**src/rtl/serial_port.sv**
```systemverilog
// serial_port: byte-wide processor interface to an 8N1 UART.
//   TX: TX_DEPTH-entry FIFO feeding a registered transmitter.
//   RX: 2-flop synchronizer, mid-bit sampling receiver, single holding
//       register with sticky overrun and one-cycle frame error pulse.
// Optional build macro SERIAL_LOOPBACK_EN: the internal TX line drives the
// RX synchronizer, uart_rxd is ignored and uart_txd is held high.
module serial_port #(
  parameter int CLKS_PER_BIT = 16,
  parameter int TX_DEPTH     = 4
) (
  input  logic       clock,
  input  logic       reset,
  input  logic [7:0] wr_data,
  input  logic       wr_en,
  output logic       wr_ready,
  input  logic       rd_en,
  output logic [7:0] rd_data,
  output logic       rd_valid,
  output logic       uart_txd,
  input  logic       uart_rxd,
  output logic       overrun,
  output logic       frame_err
);

  localparam int AW = $clog2(TX_DEPTH);
  localparam int CW = $clog2(CLKS_PER_BIT);
  localparam logic [CW-1:0] BIT_LAST  = CW'(CLKS_PER_BIT - 1);
  localparam logic [CW-1:0] HALF_LAST = CW'(CLKS_PER_BIT / 2 - 1);

  typedef enum logic [1:0] {TX_IDLE, TX_START, TX_DATA, TX_STOP} tx_state_e;
  typedef enum logic [1:0] {RX_IDLE, RX_START, RX_DATA, RX_STOP} rx_state_e;

  // ---------------- TX FIFO ----------------
  logic [7:0]  mem_q [TX_DEPTH];
  logic [AW:0] wptr_q, rptr_q;
  logic        rdy_q;
  logic        full, empty, push, pop;

  assign empty    = (wptr_q == rptr_q);
  assign full     = (wptr_q[AW] != rptr_q[AW]) && (wptr_q[AW-1:0] == rptr_q[AW-1:0]);
  // rdy_q keeps wr_ready low in reset and for the first edge afterwards
  assign wr_ready = rdy_q & ~full;
  assign push     = wr_en & wr_ready;

  // FIFO storage: data only, no reset needed
  always_ff @(posedge clock) begin
    if (push) mem_q[wptr_q[AW-1:0]] <= wr_data;
  end

  // ---------------- TX FSM ----------------
  tx_state_e     tx_st_q, tx_st_d;
  logic [CW-1:0] tx_cnt_q, tx_cnt_d;
  logic [2:0]    tx_bit_q, tx_bit_d;
  logic [7:0]    tx_sh_q, tx_sh_d;
  logic          txd_q, txd_d;
  logic          tx_tick;

  assign tx_tick = (tx_cnt_q == BIT_LAST);

  // TX next state: pops the FIFO from IDLE or straight out of STOP
  always_comb begin
    tx_st_d  = tx_st_q;
    tx_cnt_d = tx_cnt_q + 1'b1;
    tx_bit_d = tx_bit_q;
    tx_sh_d  = tx_sh_q;
    txd_d    = txd_q;
    pop      = 1'b0;
    unique case (tx_st_q)
      TX_IDLE: begin
        tx_cnt_d = '0;
        if (!empty) begin
          pop      = 1'b1;
          tx_sh_d  = mem_q[rptr_q[AW-1:0]];
          tx_st_d  = TX_START;
          txd_d    = 1'b0;
        end
      end
      TX_START: begin
        if (tx_tick) begin
          tx_cnt_d = '0;
          tx_bit_d = '0;
          tx_st_d  = TX_DATA;
          txd_d    = tx_sh_q[0];
        end
      end
      TX_DATA: begin
        if (tx_tick) begin
          tx_cnt_d = '0;
          if (tx_bit_q == 3'd7) begin
            tx_st_d = TX_STOP;
            txd_d   = 1'b1;
          end else begin
            tx_bit_d = tx_bit_q + 1'b1;
            tx_sh_d  = {1'b0, tx_sh_q[7:1]};
            txd_d    = tx_sh_q[1];
          end
        end
      end
      TX_STOP: begin
        if (tx_tick) begin
          tx_cnt_d = '0;
          if (!empty) begin
            pop     = 1'b1;
            tx_sh_d = mem_q[rptr_q[AW-1:0]];
            tx_st_d = TX_START;
            txd_d   = 1'b0;
          end else begin
            tx_st_d = TX_IDLE;
          end
        end
      end
      default: tx_st_d = TX_IDLE;
    endcase
  end

  // TX and FIFO pointer registers; reset aborts any frame in flight
  always_ff @(posedge clock or negedge reset) begin
    if (!reset) begin
      tx_st_q  <= TX_IDLE;
      tx_cnt_q <= '0;
      tx_bit_q <= '0;
      tx_sh_q  <= '0;
      txd_q    <= 1'b1;
      wptr_q   <= '0;
      rptr_q   <= '0;
      rdy_q    <= 1'b0;
    end else begin
      tx_st_q  <= tx_st_d;
      tx_cnt_q <= tx_cnt_d;
      tx_bit_q <= tx_bit_d;
      tx_sh_q  <= tx_sh_d;
      txd_q    <= txd_d;
      rdy_q    <= 1'b1;
      if (push) wptr_q <= wptr_q + 1'b1;
      if (pop)  rptr_q <= rptr_q + 1'b1;
    end
  end

  // ---------------- line routing ----------------
  logic rx_line;
`ifdef SERIAL_LOOPBACK_EN
  logic unused_rxd;
  assign unused_rxd = uart_rxd;
  assign rx_line    = txd_q;
  assign uart_txd   = 1'b1;
`else
  assign rx_line    = uart_rxd;
  assign uart_txd   = txd_q;
`endif

  // ---------------- RX ----------------
  logic          sync0_q, sync1_q, prev_q;
  rx_state_e     rx_st_q, rx_st_d;
  logic [CW-1:0] rx_cnt_q, rx_cnt_d;
  logic [2:0]    rx_bit_q, rx_bit_d;
  logic [7:0]    rx_sh_q, rx_sh_d;
  logic [7:0]    rd_data_q, rd_data_d;
  logic          rd_valid_q, rd_valid_d, overrun_q, overrun_d, ferr_q, ferr_d;
  logic          rx_s, done;

  assign rx_s = sync1_q;

  // RX next state, holding register and status flags
  always_comb begin
    rx_st_d    = rx_st_q;
    rx_cnt_d   = rx_cnt_q + 1'b1;
    rx_bit_d   = rx_bit_q;
    rx_sh_d    = rx_sh_q;
    rd_data_d  = rd_data_q;
    rd_valid_d = rd_valid_q;
    overrun_d  = overrun_q;
    ferr_d     = 1'b0;
    done       = 1'b0;
    unique case (rx_st_q)
      RX_IDLE: begin
        rx_cnt_d = '0;
        // edge, not level, so a low stop bit cannot retrigger a frame
        if (prev_q && !rx_s) rx_st_d = RX_START;
      end
      RX_START: begin
        if (rx_cnt_q == HALF_LAST) begin
          rx_cnt_d = '0;
          rx_bit_d = '0;
          rx_st_d  = rx_s ? RX_IDLE : RX_DATA;
        end
      end
      RX_DATA: begin
        if (rx_cnt_q == BIT_LAST) begin
          rx_cnt_d = '0;
          rx_sh_d  = {rx_s, rx_sh_q[7:1]};
          if (rx_bit_q == 3'd7) rx_st_d = RX_STOP;
          else                  rx_bit_d = rx_bit_q + 1'b1;
        end
      end
      RX_STOP: begin
        if (rx_cnt_q == BIT_LAST) begin
          rx_cnt_d = '0;
          rx_st_d  = RX_IDLE;
          if (rx_s) done   = 1'b1;
          else      ferr_d = 1'b1;
        end
      end
      default: rx_st_d = RX_IDLE;
    endcase
    if (done) begin
      rd_data_d  = rx_sh_q;
      rd_valid_d = 1'b1;
      if (rd_valid_q && !rd_en) overrun_d = 1'b1;
    end else if (rd_en && rd_valid_q) begin
      rd_valid_d = 1'b0;
    end
  end

  // RX registers including synchronizer (idle-high)
  always_ff @(posedge clock or negedge reset) begin
    if (!reset) begin
      sync0_q    <= 1'b1;
      sync1_q    <= 1'b1;
      prev_q     <= 1'b1;
      rx_st_q    <= RX_IDLE;
      rx_cnt_q   <= '0;
      rx_bit_q   <= '0;
      rx_sh_q    <= '0;
      rd_data_q  <= '0;
      rd_valid_q <= 1'b0;
      overrun_q  <= 1'b0;
      ferr_q     <= 1'b0;
    end else begin
      sync0_q    <= rx_line;
      sync1_q    <= sync0_q;
      prev_q     <= rx_s;
      rx_st_q    <= rx_st_d;
      rx_cnt_q   <= rx_cnt_d;
      rx_bit_q   <= rx_bit_d;
      rx_sh_q    <= rx_sh_d;
      rd_data_q  <= rd_data_d;
      rd_valid_q <= rd_valid_d;
      overrun_q  <= overrun_d;
      ferr_q     <= ferr_d;
    end
  end

  assign rd_data   = rd_data_q;
  assign rd_valid  = rd_valid_q;
  assign overrun   = overrun_q;
  assign frame_err = ferr_q;

endmodule

```
**config.mk**
```make
export PLATFORM = sky130hd
export DESIGN_NAME = serial_port
export DESIGN_NICKNAME = d
export VERILOG_FILES = /design/src/rtl/serial_port.sv
export SDC_FILE = /design/constraint.sdc
export NUM_CORES = 1
export LEC_CHECK = 0
export BUFFER_PORTS_ARGS = -buffer_cell sky130_fd_sc_hd__buf_2
export CAP_MARGIN = 20
export CORE_MARGIN = 1.5
export CORE_UTILIZATION = 30
export CTS_CLUSTER_SIZE = 30
export DETAILED_ROUTE_END_ITERATION = 8
export PLACE_DENSITY_LB_ADDON = 0.15
export SYNTH_ARGS = -nofsm -noshare
export SYNTH_HDL_FRONTEND = slang
export SYNTH_SLANG_ARGS = --single-unit
```
**constraint.sdc**
```tcl
create_clock -name clock -period 2.81 [get_ports clock]
set_input_delay 0.562 -clock clock [delete_from_list [all_inputs] [get_ports clock]]
set_output_delay 0.562 -clock clock [all_outputs]
set_load 0.01 [all_outputs]
```
Word level (Yosys, flattened, before mapping). Memory sizes are Yosys's and may differ from the RTL's. Index checks and enable logic that the tools add are counted.

$add $sub $neg: 6. Reductions and logical operators: 22. Bitwise operators: 3. Muxes and demuxes: 51. Equality and inequality tests: 26.

Operators with widths (count): 2-to-1 mux 8 bit (4); != test 2 bit, second input constant (12); one-hot mux 8 bit (3 select lines) (1); 2-to-1 mux 2 bit (11); 2-to-1 mux 1 bit (18); 2-to-1 mux 3 bit (6); one-hot mux 2 bit (4 select lines) (2); adder 3 x 1 -> 3 bit, second input constant (4); 2-to-1 mux 4 bit (3); one-hot mux 3 bit (2 select lines) (2); one-hot mux 4 bit (3 select lines) (1); AND reduction 4 bit (3); AND reduction 5 bit (2); adder 4 x 1 -> 4 bit, second input constant (2); equality test 2 bit, second input constant (4); equality test 4 bit, second input constant (2); one-hot mux 4 bit (2 select lines) (1); equality test 3 bit, second input constant (2); nonzero test 2 bit (3); equality test 2 x 1 -> 1 bit, second input constant (2); equality test 4 x 3 -> 1 bit, second input constant (1); logical AND 1 bit (4); zero test 2 bit (2); one-hot mux 1 bit (4 select lines) (1); other kinds (12) (15).

Flip-flop bits (word level): 56. RAM bits: 32. Memories kept: 1. Bits of input ports: 13.

Memories: mem_q (depth 4, bits a word 8, read ports 1, clocked after memory_dff 0, wr ports 1, line 34) `logic [7:0] mem_q [TX_DEPTH];`.

Depth between registers and ports, before layout. Gate-level depths: netlist (run 1).

Word-level depth: 7. Depth in mapped cells: 8. Gate-level depth less buffers: 6.

Least setup slack after synthesis (run 1). OpenSTA, ideal clock, no wires.

Kind: register -> register. Start: reg tx_bit_q[0]. End: reg tx_sh_q[0]. Setup slack: 0.733 ns. Stages on the path, launching flop included: 8. Setup time: 0.125 ns. Required time: 2.685 ns. Data arrival time: 1.952 ns. Clock period less this slack: 2.077 ns. Path through: dfrtp_1 ha_1 ha_1 clkbuf_2 nand4b_1 a22o_1 nor3_4 mux2_2.

Word-level cells in the longest chain between the ends: 3.

Ends and longest elaborated chain: start, declared (line 53) `logic [2:0] tx_bit_q, tx_bit_d;`; start signal, assigned (line 130) `tx_bit_q <= tx_bit_d;`; equality test 3 bit (line 89) `if (tx_bit_q == 3'd7) begin`; != test 2 bit (no line); AND reduction 4 bit (no line); end signal, assigned (line 131) `tx_sh_q <= tx_sh_d;`; end, declared (line 54) `logic [7:0] tx_sh_q, tx_sh_d;`.

Every way passes these cells. A chain may end at the register's enable or synchronous reset.

Worst setup path after layout (run 1).
Start: reg rptr_q[1]. End: out wr_ready.

Word-level cells in the longest chain between the ends: 4.

Ends and longest elaborated chain: start, declared (line 35) `logic [AW:0] wptr_q, rptr_q;`; start signal, assigned (line 135) `if (pop) rptr_q <= rptr_q + 1'b1;`; equality test 2 bit (line 40) `assign full = (wptr_q[AW] != rptr_q[AW]) && (wptr_q[AW-1:0] == rptr_q[AW-1:0]);`; logical AND 1 bit (line 40); NOT 1 bit (line 42) `assign wr_ready = rdy_q & ~full;`; bitwise AND 1 bit (line 42); end, declared (line 15) `output logic wr_ready,`.

Every way passes these cells.

==> summary.txt, run 1 <==
Place
  – Dpl hpwl: 4560 um
  – Port Buf Inserts: 25
  – Setup WS pre-CTS: 0.563 ns
  – GPL Wtd Cong: 0.667
  – Dpl cells: 460
  – Area of placed instances: 0.00426 mm2

STA
  – Setup Skew: 0.00943 ns
  – Fmax: 0.399 GHz
  – Final Max Tran Viols: 0
  – Min cycle time layout: 2.51 ns
  – Final worst-path cycle share: 0.893
  – # setup viols final: 0
  – Final Worst Setup Slack: 0.302 ns
  – RSZ-0062 raised after global routing: no
  – Fin. Hold Viols: 0
  – Setup TNS: 0 ns

Floorplanning
  – Initial Util: 0.310
  – Core area: 0.0127 mm2
  – Die Y: 118 um
  – IO Pins: 26
  – Die area: 0.0138 mm2
  – Die width: 118 um
  – Rows: 41

Synthesis
  – Sequential cell area fraction in the yosys report: 0.600
  – Number of distinct library cells after synthesis: 49
  – Synth top area cells: dfrtp_1 (33%), edfxtp_1 (24%), mux2_2 (9.1%)
  – Share of flip-flops with an asynchronous set or reset: 0.636
  – Net Count, Synth: 296
  – Synth area leader: dfrtp_1
  – Post-synth EDFFs: 32
  – Syn. warnings: 0
  – #FFs+latches synth: 88
  – Top_reg_cell synth: dfrtp_1
  – Post-Syn Area: 0.00394 mm2
  – Top-area cell type share of the netlist area: 0.330
  – Synth Instances: 267
  – Mean area per synthesized cell: 14.8 um2

Routing
  – Antenna-violating nets left: 0
  – DR DRC count: 0
  – Vias/cell: 4.58
  – 1st-pass router iterations: 4
  – Routed wire per std cell: 14.2 um
  – Drt total wl: 6750 um
  – DRT iter0 DRCs: 94
  – Via count: 2178

Clocking
  – Root Buffer: clkbuf_16
  – Post-CTS sizing: 0
  – CTS tree: yes
  – CTS H-tree lvls: 3
  – Latest clock arrival within the worst-skew pair: 0.35 ns
  – Clk sinks: 88
  – Setup Buffers After CTS: 0
  – Clk slew on worst S/H paths: 0.07 ns
  – Hold_buf cts: 0
  – Clock Path Buffers: 2
  – Num CTS Buffers: 9

Worst setup path
  – CP top delay family: simple AND/OR/NAND/NOR gates
  – CP startpoint kind: register
  – Buf+Inv Stages, Crit Path: 1
  – Critical path, cell by cell: xor2_2 > or3_1 > and2_1 > buf_2
  – Critical Path RT: 2.25 ns
  – Worst setup EP type: primary output
  – Kind of critical path: reg2out
  – CP max stage cell: dfrtp_1
  – Crit-path max FO: 11
  – R2r setup slk: 0.56 ns
  – Worst EP arrival: 1.95 ns
  – Crit-path max cell delay: 0.56 ns

Finish
  – Design Area, Final: 0.00454 mm2
  – Final Instance Count excl. Fillers: 476
  – Commonest non-fill, non-tap cell in the layout: dfrtp_1
  – Area Overhead vs Synth: 15.1%
  – Final nets: 328
  – Final core occ: 0.357
  – Ant diodes: 0
  – Layout fillers: 1282
  – Most frequent cells in the layout: dfrtp_1 (52), mux2_2 (32), edfxtp_1 (32)
  – Layout cells sized above 1: 0.289

GRT
  – First-pass GRT wire length: 11600 um
  – Largest net degree at the start of global routing: 57
  – Total track usage: 0.108
  – Antenna violations before repair: 0
  – Vias in the first global route: 2269
  – GRT Residual Overflow: 0

Power and ir drop
  – Peak supply drop: 0.000365 V
  – Pleak: 1.96 nW
  – PwrDens: 977 mW/mm2

Run status
  – Outcome: finished, final reports clean

Hold path
  – Type of the most critical hold path: in2async

Flow run
  – MaxCap Viol Count: 0
-- through the flow --
step	power, mW	hold slack, ns
2_1_floorplan	3.05	0.266
3_3_place_gp	3.34	0.347
3_5_place_dp	3.36	0.349
4_1_cts	4.52	0.221
5_1_grt	4.77	0.234
6_report	4.44	0.215
-- cells in the mapped netlist (2+ instances only) --
library cell,number
a22o_1,7
nand2_1,12
o21ai_0,7
ha_1,16
and3_1,5
a21oi_1,6
dfrtp_1,52
nand2b_1,3
a21o_1,3
buf_6,4
nand4b_1,2
xnor2_1,6
nor3_1,4
nor2b_1,5
clkbuf_1,2
xor2_2,3
mux4_1,8
nor2_2,2
edfxtp_1,32
nor2_1,10
inv_1,11
dfstp_2,4
and2_1,3
mux2_2,32
nand3_1,2
a31oi_1,3
-- path summary, 6_finish.rpt --
path,start,to,cells after the start
max,rptr_q[1],wr_ready,4
min,reset,tx_cnt_q[3],2
max reg2reg,tx_bit_q[0],tx_sh_q[3],6
min reg2reg,sync0_q,rx_s,0
max in group asynchronous,reset,sync0_q,2
min in group clock,uart_rxd,sync0_q,1
-- state kept, by name, indices dropped and copies added, names as in the netlist, named ones only --
register and cells:
tx_sh_q 8, rd_valid 1, frame_err 1, tx_cnt_q 4, tx_st_q 2, sync0_q 1
uart_txd 1, mem_q 32, prev_q 1, rx_st_q 1, rx_s 1, wptr_q 3
rx_cnt_q 4, rdy_q 1, tx_bit_q 3, rd_data 8, overrun 1, rx_bit_q 3
rptr_q 3, rx_sh_q 8
-- routing by layer --
| metal | wire [um] | GRT usage | up-vias | part of all wire |
|---|---|---|---|---|
| met2 | 3090 | 0.159 | 21 | 0.46 |
| met4 | 64 | 0.0480 | 0 | 0.0095 |
| met1 | 3410 | 0.145 | 1102 | 0.50 |
| li1 | - | - | 1051 | - |
| met3 | 187 | 0.0354 | 4 | 0.028 |
| met5 | 0 | 0 | - | 0 |
-- area by class of cell --
cell class,count,area (um2),area share
clock buffer,9,225,0.0496
tap,172,215,0.0474
multi-input combinational,161,1480,0.325
sequential,88,2370,0.522
inverter,11,41.3,0.00910
timing repair buffer,28,160,0.0353
clock inverter,7,52.6,0.0116
-- power by group --
group	switching (mW)	internal, mW
logic	0.671	0.735
clock network	0.518	0.605
registers	0.295	1.61
-- cell families after synthesis --
group,count (synthesis),share of synthesized area
buffers and inverters,18,0.0251
muxes,41,0.147
DFF,88,0.600
adders and majority gates,16,0.0508
and+or+nand+nor,56,0.0809
AOI/OAI and AO/OA,37,0.0667
other,1,0.000951
xor gates and xnor gates,10,0.0279
No activity file was read; power rests on OpenSTA's default activity.
==> inputs of run 2 (changes only) <==
CORE_UTILIZATION = 45   (was 30)
==> run 2 against run 1 <==
Effect of this change:
- count of clock-buffer cells in the layout is the same
- largest power group unchanged
- utilization rose by 17 points
- setup slack lost 0.0033 ns
- sequential power hardly changed
- worst hold slack got worse by 0.052 ns
==> summary.txt, run 2 (same netlist as run 1, synthesis figures left out) <==
GRT
  – Met3 Use GR: 0.0448
  – Largest net degree at the start of global routing: 25
  – Vias in the first global route: 2193
  – First-pass GRT wire length: 10600 um
  – Total track usage: 0.144
  – Met2 global-route usage: 0.212
  – Antenna violations before repair: 0
  – GR peak layer: met2
  – M1 GR Usage: 0.200
  – GRT Residual Overflow: 0

Routing
  – 1st-pass router iterations: 4
  – DR DRC count: 0
  – Vias/cell: 5.26
  – Routed wire per std cell: 15.3 um
  – DRT iter0 DRCs: 60
  – Antenna-violating nets left: 0
  – Drt total wl: 6260 um
  – Via count: 2157

Power and ir drop
  – Total power: 4.19 mW
  – Logic pwr share: 0.335
  – PwrDens: 958 mW/mm2
  – P_sw: 1.43 mW
  – Clock share of power: 0.215
  – Pleak: 1.94 nW
  – Peak supply drop: 0.000402 V
  – Pint: 2.76 mW
  – Seq pwr share: 0.450
  – Net Sw Frac: 0.341

Finish
  – Largest register FFs: 32
  – Area Overhead vs Synth: 10.9%
  – Layout cells sized above 1: 0.295
  – Ant diodes: 0
  – Most frequent cells in the layout: dfrtp_1 (52), mux2_2 (32), edfxtp_1 (32)
  – Design Area, Final: 0.00437 mm2
  – Final nets: 329
  – Commonest non-fill, non-tap cell in the layout: dfrtp_1

STA
  – Worst-Margin Slew: 0.517 ns
  – Fin. Hold Viols: 0
  – Final worst-path cycle share: 0.894
  – Setup TNS: 0 ns
  – Min cycle time layout: 2.51 ns
  – Final Max Tran Viols: 0
  – Slew HR: 0.655
  – RSZ-0062 raised after global routing: no
  – Fmax: 0.398 GHz
  – Setup Skew: 0.00951 ns
  – # setup viols final: 0

Place
  – GPL Wtd Cong: 0.715
  – Dpl hpwl: 4400 um
  – Area of placed instances: 0.00417 mm2
  – Port Buf Inserts: 25

Hold path
  – Type of the most critical hold path: in2async

Floorplanning
  – IO Pins: 26
  – Die area: 0.00933 mm2
  – Die Y: 96.6 um
  – Rows: 33
  – Core area: 0.00834 mm2
  – Die width: 96.6 um
  – Initial Util: 0.473

Clocking
  – Post-CTS sizing: 0
  – Clk slew on worst S/H paths: 0.09 ns
  – Setup Buffers After CTS: 0
  – Latest clock arrival within the worst-skew pair: 0.36 ns
  – CTS H-tree lvls: 3
  – Num CTS Buffers: 9
  – Clock Path Buffers: 2
  – CTS tree: yes
  – Root Buffer: clkbuf_8
  – Clk sinks: 88
  – Hold_buf cts: 0

Worst setup path
  – CP startpoint kind: register
  – Kind of critical path: reg2out
  – Crit-path max FO: 11
  – Worst EP arrival: 1.95 ns
  – Critical Path RT: 2.25 ns
  – Worst setup EP type: primary output

Run status
  – Outcome: finished, final reports clean

Flow run
  – MaxCap Viol Count: 0
[run 2: changes by cell type in the layout (fill, tap and decap cells not counted), sizes merged]
cell | previous run | this run
bufinv | 0 | 1
clkinvlp | 3 | 1
clkinv | 1 | 2
buf | 28 | 29
[run 2: worst max-delay path, cell delays in order (launching register included)]
cell     delay, ns
dfrtp_1       0.55
xor2_2        0.27
or3_1         0.41
and2_1        0.21
buf_2         0.15
[run 2: final cells by class]
class | instances | area, um2
Timing Repair Buffer | 29 | 155
Inverter | 11 | 41.3
Sequential cell | 88 | 2370
Tap cell | 105 | 131
Clock inverter | 7 | 77.6
Fill cell | 737 | 3970
Clock buffer | 9 | 124
Multi-Input combinational cell | 161 | 1480
[run 2: final timing paths]
path                                   from     endpoint  slack [ns]  depth (start not counted)
worst max register to register  tx_bit_q[0]   tx_sh_q[6]        0.60                          6
max in group asynchronous             reset   rx_sh_q[5]        1.96                          2
worst min-delay path                  reset  tx_cnt_q[3]        0.16                          1
min in group clock                 uart_rxd      sync0_q        0.29                          1
worst max-delay path              rptr_q[1]     wr_ready        0.30                          4
worst min register to register      sync0_q         rx_s        0.36                          0
[run 2: power groups by stage]
stage / sequential, mW / combinational [mW] / clock, mW
2_1_floorplan: 1.79 / 1.25 / 0
3_3_place_gp: 1.91 / 1.39 / 0
3_5_place_dp: 1.91 / 1.42 / 0
4_1_cts: 1.89 / 1.43 / 0.931
5_1_grt: 1.92 / 1.58 / 0.987
6_report: 1.88 / 1.40 / 0.902
[run 2: routing by layer]
metal	part of all wire	vias to the layer above	wire, um
li1	-	1053	-
met1	0.50	1072	3150
met2	0.45	26	2830
met3	0.034	6	213
met4	0.011	0	70
met5	0	-	0
[run 2: through the flow]
stage               utilization  setup WS, ns  std cells  hold slack, ns
finish                    0.524         0.298        410           0.163
global placement          0.500         0.651        394           0.346
floorplan                     -         0.733        267           0.266
CTS                       0.524         0.251        410           0.173
global route              0.524         0.199        410           0.203
detailed placement        0.500         0.606        394           0.348
